<file path="config.mk">
export PLATFORM = sky130hd
export DESIGN_NAME = a_skew_feeder
export DESIGN_NICKNAME = d
export VERILOG_FILES = /design/src/rtl/systolic_pkg.sv /design/src/rtl/row_fifo.sv /design/src/rtl/a_skew_feeder.sv
export SDC_FILE = /design/constraint.sdc
export NUM_CORES = 1
export LEC_CHECK = 0
export CELL_PAD_IN_SITES_DETAIL_PLACEMENT = 1
export CELL_PAD_IN_SITES_GLOBAL_PLACEMENT = 1
export CORE_MARGIN = 2
export CORE_UTILIZATION = 53
export CTS_CLUSTER_DIAMETER = 120
export DETAILED_ROUTE_END_ITERATION = 8
export PLACE_DENSITY_LB_ADDON = 0.12
export SETUP_SLACK_MARGIN = 0.3
export SYNTH_ARGS = -nofsm -noshare
export SYNTH_HDL_FRONTEND = slang
export SYNTH_SLANG_ARGS = --single-unit
</file>
<file path="constraint.sdc">
create_clock -name clk -period 9 [get_ports clk]
set_input_delay 1.8 -clock clk [delete_from_list [all_inputs] [get_ports clk]]
set_output_delay 1.8 -clock clk [all_outputs]
set_load 0.02 [all_outputs]
</file>
<file path="src/rtl/systolic_pkg.sv">
// Shared types and default dimensions for the systolic array front end.
package systolic_pkg;

  localparam int DEF_DATA_WIDTH   = 8;
  localparam int DEF_N            = 8;
  localparam int DEF_FIFO_DEPTH   = 16;
  localparam int DEF_DRAIN_CYCLES = 2 * DEF_N - 1;

  typedef logic signed [DEF_DATA_WIDTH-1:0] data_t;
  typedef data_t row_t [DEF_N];

  typedef enum logic [1:0] {
    IDLE   = 2'd0,
    STREAM = 2'd1,
    DRAIN  = 2'd2
  } feeder_state_e;

endpackage

</file>
<file path="src/rtl/row_fifo.sv">
// Synchronous row buffer; the head entry is readable in the same cycle it is popped.
module row_fifo #(
  parameter int WIDTH = 65,
  parameter int DEPTH = 16,
  localparam int AW = $clog2(DEPTH),
  localparam int CW = $clog2(DEPTH + 1)
) (
  input  logic             clk,
  input  logic             rst,
  input  logic             push,
  input  logic [WIDTH-1:0] wr_data,
  input  logic             pop,
  output logic [WIDTH-1:0] rd_data,
  output logic             full,
  output logic             empty,
  output logic [CW-1:0]    count
);

  logic [WIDTH-1:0] mem_q [DEPTH];
  logic [AW-1:0]    wr_ptr_q, wr_ptr_d;
  logic [AW-1:0]    rd_ptr_q, rd_ptr_d;
  logic [CW-1:0]    count_q, count_d;
  logic             push_ok, pop_ok;

  assign full    = (count_q == CW'(DEPTH));
  assign empty   = (count_q == '0);
  assign count   = count_q;
  assign rd_data = mem_q[rd_ptr_q];
  assign push_ok = push && !full;
  assign pop_ok  = pop && !empty;

  always_comb begin
    wr_ptr_d = wr_ptr_q;
    rd_ptr_d = rd_ptr_q;
    if (push_ok) wr_ptr_d = wr_ptr_q + AW'(1);
    if (pop_ok)  rd_ptr_d = rd_ptr_q + AW'(1);
    count_d = count_q + CW'(push_ok) - CW'(pop_ok);
  end

  always_ff @(posedge clk) begin
    if (rst) begin
      wr_ptr_q <= '0;
      rd_ptr_q <= '0;
      count_q  <= '0;
    end else begin
      wr_ptr_q <= wr_ptr_d;
      rd_ptr_q <= rd_ptr_d;
      count_q  <= count_d;
    end
  end

  // Storage needs no reset: the pointers and count define which entries are live.
  always_ff @(posedge clk) begin
    if (push_ok) mem_q[wr_ptr_q] <= wr_data;
  end

endmodule

</file>
<file path="src/rtl/a_skew_feeder.sv">
// Buffers A rows and feeds them to the systolic array with per-lane triangular skew,
// then flushes the array with zero rows and reports tile completion.
module a_skew_feeder
  import systolic_pkg::*;
#(
  parameter int DATA_WIDTH   = DEF_DATA_WIDTH,
  parameter int N            = DEF_N,
  parameter int FIFO_DEPTH   = DEF_FIFO_DEPTH,
  parameter int DRAIN_CYCLES = DEF_DRAIN_CYCLES
) (
  input  logic                                clk,
  input  logic                                rst,
  input  logic                                in_valid,
  output logic                                in_ready,
  input  logic signed [DATA_WIDTH-1:0]        in_row [N],
  input  logic                                in_last,
  output logic signed [DATA_WIDTH-1:0]        a_out [N],
  output logic                                enable_out,
  output logic                                tile_done,
  output feeder_state_e                       dbg_state,
  output logic [$clog2(FIFO_DEPTH+1)-1:0]     dbg_fifo_count
);

  localparam int FW    = N * DATA_WIDTH + 1;
  localparam int CNT_W = $clog2(DRAIN_CYCLES + 1);

  // Handshake: a row transfers on a rising clk edge where in_valid && in_ready;
  // in_ready depends only on the registered fill level and is low during rst.
  logic          fifo_push, fifo_pop, fifo_full, fifo_empty;
  logic [FW-1:0] fifo_wr_data, fifo_rd_data;
  logic          popped_last;

  feeder_state_e    state_q, state_d;
  logic [CNT_W-1:0] cnt_q, cnt_d;
  logic             advance;
  logic             drain_fin;
  logic             drain_fin_q;
  logic             enable_q;
  logic             tile_done_q;
  logic signed [DATA_WIDTH-1:0] stage_in [N];

  assign in_ready  = !rst && !fifo_full;
  assign fifo_push = in_valid && in_ready;

  always_comb begin
    fifo_wr_data    = '0;
    fifo_wr_data[0] = in_last;
    for (int i = 0; i < N; i++) fifo_wr_data[1 + i*DATA_WIDTH +: DATA_WIDTH] = in_row[i];
  end

  row_fifo #(
    .WIDTH (FW),
    .DEPTH (FIFO_DEPTH)
  ) u_fifo (
    .clk     (clk),
    .rst     (rst),
    .push    (fifo_push),
    .wr_data (fifo_wr_data),
    .pop     (fifo_pop),
    .rd_data (fifo_rd_data),
    .full    (fifo_full),
    .empty   (fifo_empty),
    .count   (dbg_fifo_count)
  );

  assign popped_last = fifo_rd_data[0];

  // The cycle right after the final drain advance is held off so tile_done
  // always precedes the next tile's first enable.
  always_comb begin
    state_d   = state_q;
    cnt_d     = cnt_q;
    fifo_pop  = 1'b0;
    advance   = 1'b0;
    drain_fin = 1'b0;
    case (state_q)
      IDLE, STREAM: begin
        if (!fifo_empty && !drain_fin_q) begin
          fifo_pop = 1'b1;
          advance  = 1'b1;
          if (popped_last) begin
            state_d = DRAIN;
            cnt_d   = CNT_W'(DRAIN_CYCLES);
          end else begin
            state_d = STREAM;
          end
        end
      end
      DRAIN: begin
        advance = 1'b1;
        cnt_d   = cnt_q - CNT_W'(1);
        if (cnt_q == CNT_W'(1)) begin
          state_d   = IDLE;
          drain_fin = 1'b1;
        end
      end
      default: state_d = IDLE;
    endcase
  end

  always_comb begin
    for (int i = 0; i < N; i++) begin
      stage_in[i] = '0;
      if (state_q != DRAIN) stage_in[i] = fifo_rd_data[1 + i*DATA_WIDTH +: DATA_WIDTH];
    end
  end

  always_ff @(posedge clk) begin
    if (rst) begin
      state_q     <= IDLE;
      cnt_q       <= '0;
      drain_fin_q <= 1'b0;
      enable_q    <= 1'b0;
      tile_done_q <= 1'b0;
    end else begin
      state_q     <= state_d;
      cnt_q       <= cnt_d;
      drain_fin_q <= drain_fin;
      enable_q    <= advance;
      tile_done_q <= drain_fin_q;
    end
  end

  assign enable_out = enable_q;
  assign tile_done  = tile_done_q;
  assign dbg_state  = state_q;

  // Lane i is an (i+1)-deep shift chain that moves only on an advance.
  for (genvar i = 0; i < N; i++) begin : g_lane
    logic signed [DATA_WIDTH-1:0] chain_q [i+1];
    logic signed [DATA_WIDTH-1:0] chain_d [i+1];

    always_comb begin
      for (int j = 0; j <= i; j++) chain_d[j] = chain_q[j];
      if (advance) begin
        chain_d[0] = stage_in[i];
        for (int j = 1; j <= i; j++) chain_d[j] = chain_q[j-1];
      end
    end

    always_ff @(posedge clk) begin
      if (rst) begin
        for (int j = 0; j <= i; j++) chain_q[j] <= '0;
      end else begin
        for (int j = 0; j <= i; j++) chain_q[j] <= chain_d[j];
      end
    end

    assign a_out[i] = chain_q[i];
  end

endmodule
</file>
==> summary.txt <==
Run status
  – Outcome: complete, no violations

Critical path
  – Sequence of cells on the critical path: buf_8 > nor2_1 > clkdlybuf4s50_1
  – R2r endpoint: cnt_q[1]$_SDFFE_PP0P_
  – Crit Path Max Fanout: 122
  – Crit path max-delay family: buffers and inverters
  – Worst-case reg-to-reg path depth: 7
  – CP max stage cell: clkdlybuf4s50_1
  – CP startpoint kind: input pin
  – CP max stage delay: ~560 ps
  – WS Path Type: in -> out
  – WP data arrival: roughly 3000 ps
  – R2R Setup Slk: slightly above 5000 ps
  – Required @ worst endpoint: 7200 ps
  – Critical path capture point type: primary output
  – WP buf/inv: 2

Logic synthesis
  – Post-synth EDFFs: 1040
  – Share of the yosys chip area belonging to registers: 74.7%
  – Top_reg_cell synth: edfxtp_1
  – Post-Synth Adder-Cell Area: less than 1%
  – Multiplexer share of the synthesized area: about 14%
  – Synth Instances: slightly below 3k
  – Yosys reg bits: 1354
  – Simple-gate share of the synthesized area: 4.24%
  – Synthesized area: 50200 um2
  – Largest family of logic cells by synthesized area: multiplexers
  – Synth Area in XOR/XNOR: 0.157%
  – Synth unique cells: 43
  – Post-synthesis compound-gate area fraction: ~4.2%
  – Post-synth ARST share: 0%
  – Ys Warns: 0
  – Syn nets: 2970
  – Synth Area per Inst: about 17 um2

Placement
  – IO buf count: 141
  – Hpwl dp: between 60000 and 70000 um
  – Placed Area: ~53000 um2
  – Placed cells: ~4.1k
  – GP Congestion: around 0.75

GRT
  – Vias in the first global route: between 20k and 30k
  – GR met3 Demand/Resource: between 4 and 5%
  – Gr ovfl total: 0
  – GRT busiest layer: met2
  – Met2 Use GR: roughly two fifths
  – First-pass GRT wire length: between 150000 and 200000 um
  – Initial antenna violation count: 3
  – GRT Util Overall: 24.1%
  – M1 GR Usage: between 30% and 40%
  – Largest net degree at the start of global routing: between 100 and 150

Timing
  – Max-slew violations: 0
  – Slew @ Worst Pin: 1240 ps
  – Setup violations, final: 0
  – Fin crit period: roughly 4800 ps
  – FMAX: 210 MHz
  – Fin crit share: a little over half
  – Slew Limit Headroom: 17.2%
  – Hold Fails Final Rpt: 0
  – RSZ-0062 raised after global routing: no
  – Setup TNS: 0 ps
  – Fin Clk Skew: 22.2 ps

Die
  – I/O pin count: about 140
  – Die H: roughly 310 um
  – Initial core utilization: between 50% and 60%
  – Die area: ~97000 um2
  – Core ar.: roughly 94000 um2
  – Die width: 312 um
  – Cell row count: around 110

Drt
  – DRT iter0 DRCs: ~2.3k
  – Vias: ~26k
  – Drt drc: 0
  – Final ANT Viol Nets: 0
  – Total iterations of the first detailed-routing run: 6
  – DR WL/cell: between 20 and 30 um
  – Final wirelength: around 120000 um
  – Vias per cell: 5.93

Cells and area
  – Post-route cell area: about 57000 um2
  – Layout cells sized above 1: between 10% and 20%
  – Fin cells: between 4k and 5k
  – FF/Latch Area: between 30000 and 40000 um2
  – Nets@finish: 3092
  – FILL cells: slightly above 8k
  – Area of the multi-input gates: 11800 um2
  – Synthesis-to-finish area growth: 13.6%

Power
  – Leak: 18.1 nW
  – PwrDens: approximately 290 nW/um2
  – Max VDD drop: about 0.22 mV

CTS
  – Clk sinks: about 1.4k
  – CTS tree: yes
  – H-tree lvl count: 4
  – Clock tree buffer depth: 3
  – CTS Buf Count: around 140
  – Root buffer cell: clkbuf_16
  – Clk_lat worst skew: about 730 ps
  – # hold bufs at CTS: 0
  – Worst-path clk slew: 60 ps
  – Postcts setup bufs: 0
  – Post-CTS resize count: 0

Min path
  – Worst Hold Class: reg -> reg
  – Hold Path Sink: g_lane[4].chain_q[0][24]$_SDFFE_PP0P_
  – Hold Startpoint: g_lane[4].chain_q[0][16]$_SDFFE_PP0P_
  – Hold Crit Depth: 2

Job
  – Max Cap Viol: 0
registers in the layout (all words and copies together), names as in the netlist, named ones only:
name             cells
dbg_state            2
u_fifo.rd_ptr_q      4
u_fifo.mem_q      1040
u_fifo.wr_ptr_q      4
drain_fin_q          1
g_lane.chain_q     288
tile_done            1
u_fifo.count         5
cnt_q                4
enable_out           1
layout by cell type (no fill, tap or decap), drive strengths merged, types with 3 or more instances in the layout:
master         netlist  layout
nor2                36      36
a21oi              233     233
o22ai               63      63
dfxtp              314     314
edfxtp            1040    1040
or3                  5       5
mux4               256     256
inv                 10      16
nor3                 9       9
xor2                 6       6
mux2i              136     136
buf                129      46
a21o                66      66
clkinv               0      39
nand4                3       3
nand2b               4       4
nor2b                5       5
nand3                3       3
nand2              462     462
bufinv               0       7
ha                  12      12
xnor2                3       3
clkbuf              76     196
clkdlybuf4s50        0     140
synth_stat cells (all sizes together), types with 3 or more instances:
cell type	instances	share of area, %
nor2b	5	0.062
xor2	6	0.10
dfxtp	314	13
nand4	3	0.037
buf	129	1.5
mux4	256	11
nor2	36	0.29
edfxtp	1040	62
nand3	3	0.030
or3	5	0.072
a21o	66	0.99
xnor2	3	0.052
o22ai	63	0.78
ha	12	0.30
nor3	9	0.10
inv	10	0.075
clkbuf	76	0.57
nand2	462	3.5
a21oi	233	2.3
nand2b	4	0.050
mux2i	136	2.7
cell type report:
type	count	area share (%)
flip-flops and latches	1354	65.8
multi-input cells	1320	20.6
clock buffers	196	6.89
repair buffers	186	3.10
well taps	1254	2.75
clock inverters	53	0.816
inverters	10	0.0658
diodes	2	0.00877
metal layers:
metal / vias to the layer above / part of all wire (%)
li1: 11300 / -
met1: 13700 / 42
met2: 739 / 50
met3: 171 / 5.8
met4: 4 / 1.9
met5: - / 0.025
report_power, final:
| part | leakage (nW) | switching, mW | total, mW | internal (mW) |
|---|---|---|---|---|
| clock | 2.16 | 2.32 | 5.56 | 3.24 |
| combinational | 4.06 | 2.00 | 3.34 | 1.34 |
| sequential | 11.9 | 0.327 | 7.41 | 7.08 |
cells by family after synthesis:
group	count (synthesis)
flip-flops	1354
multiplexers	392
AND/OR/NAND/NOR	534
AO/OA/AOI/OAI	372
XOR/XNOR	9
buffers and inverters	215
adder cells (fa/ha/maj)	13
worst min-delay path: stages, from the launching register on:
cell and delay, ps:
dfxtp_1 300, nand2_1 50, a21oi_1 60
worst max path at each step:
stage,slack [ps],endpoint,cells after the start,start
4_1_cts,4170,in_ready,3,rst
2_1_floorplan,1370,u_fifo.mem_q[3][0]$_DFFE_PP_,4,rst
5_1_grt,4110,in_ready,3,rst
3_5_place_dp,3920,u_fifo.mem_q[7][17]$_DFFE_PP_,6,in_valid
3_3_place_gp,4060,u_fifo.mem_q[7][14]$_DFFE_PP_,6,in_valid
6_report,4230,in_ready,3,rst
through the flow:
stage | total power [mW] | setup WS, ps | hold WS [ps] | util (%)
after floorplan | 9.91 | 1370 | 426 | -
after global placement | 10.8 | 4060 | 437 | 56.3
after detailed placement | 10.9 | 3920 | 445 | 56.3
after CTS | 16.5 | 4170 | 452 | 61.0
after global routing | 17.0 | 4110 | 470 | 61.0
final | 16.3 | 4230 | 451 | 61.0
No activity file was read; power rests on OpenSTA's default activity.
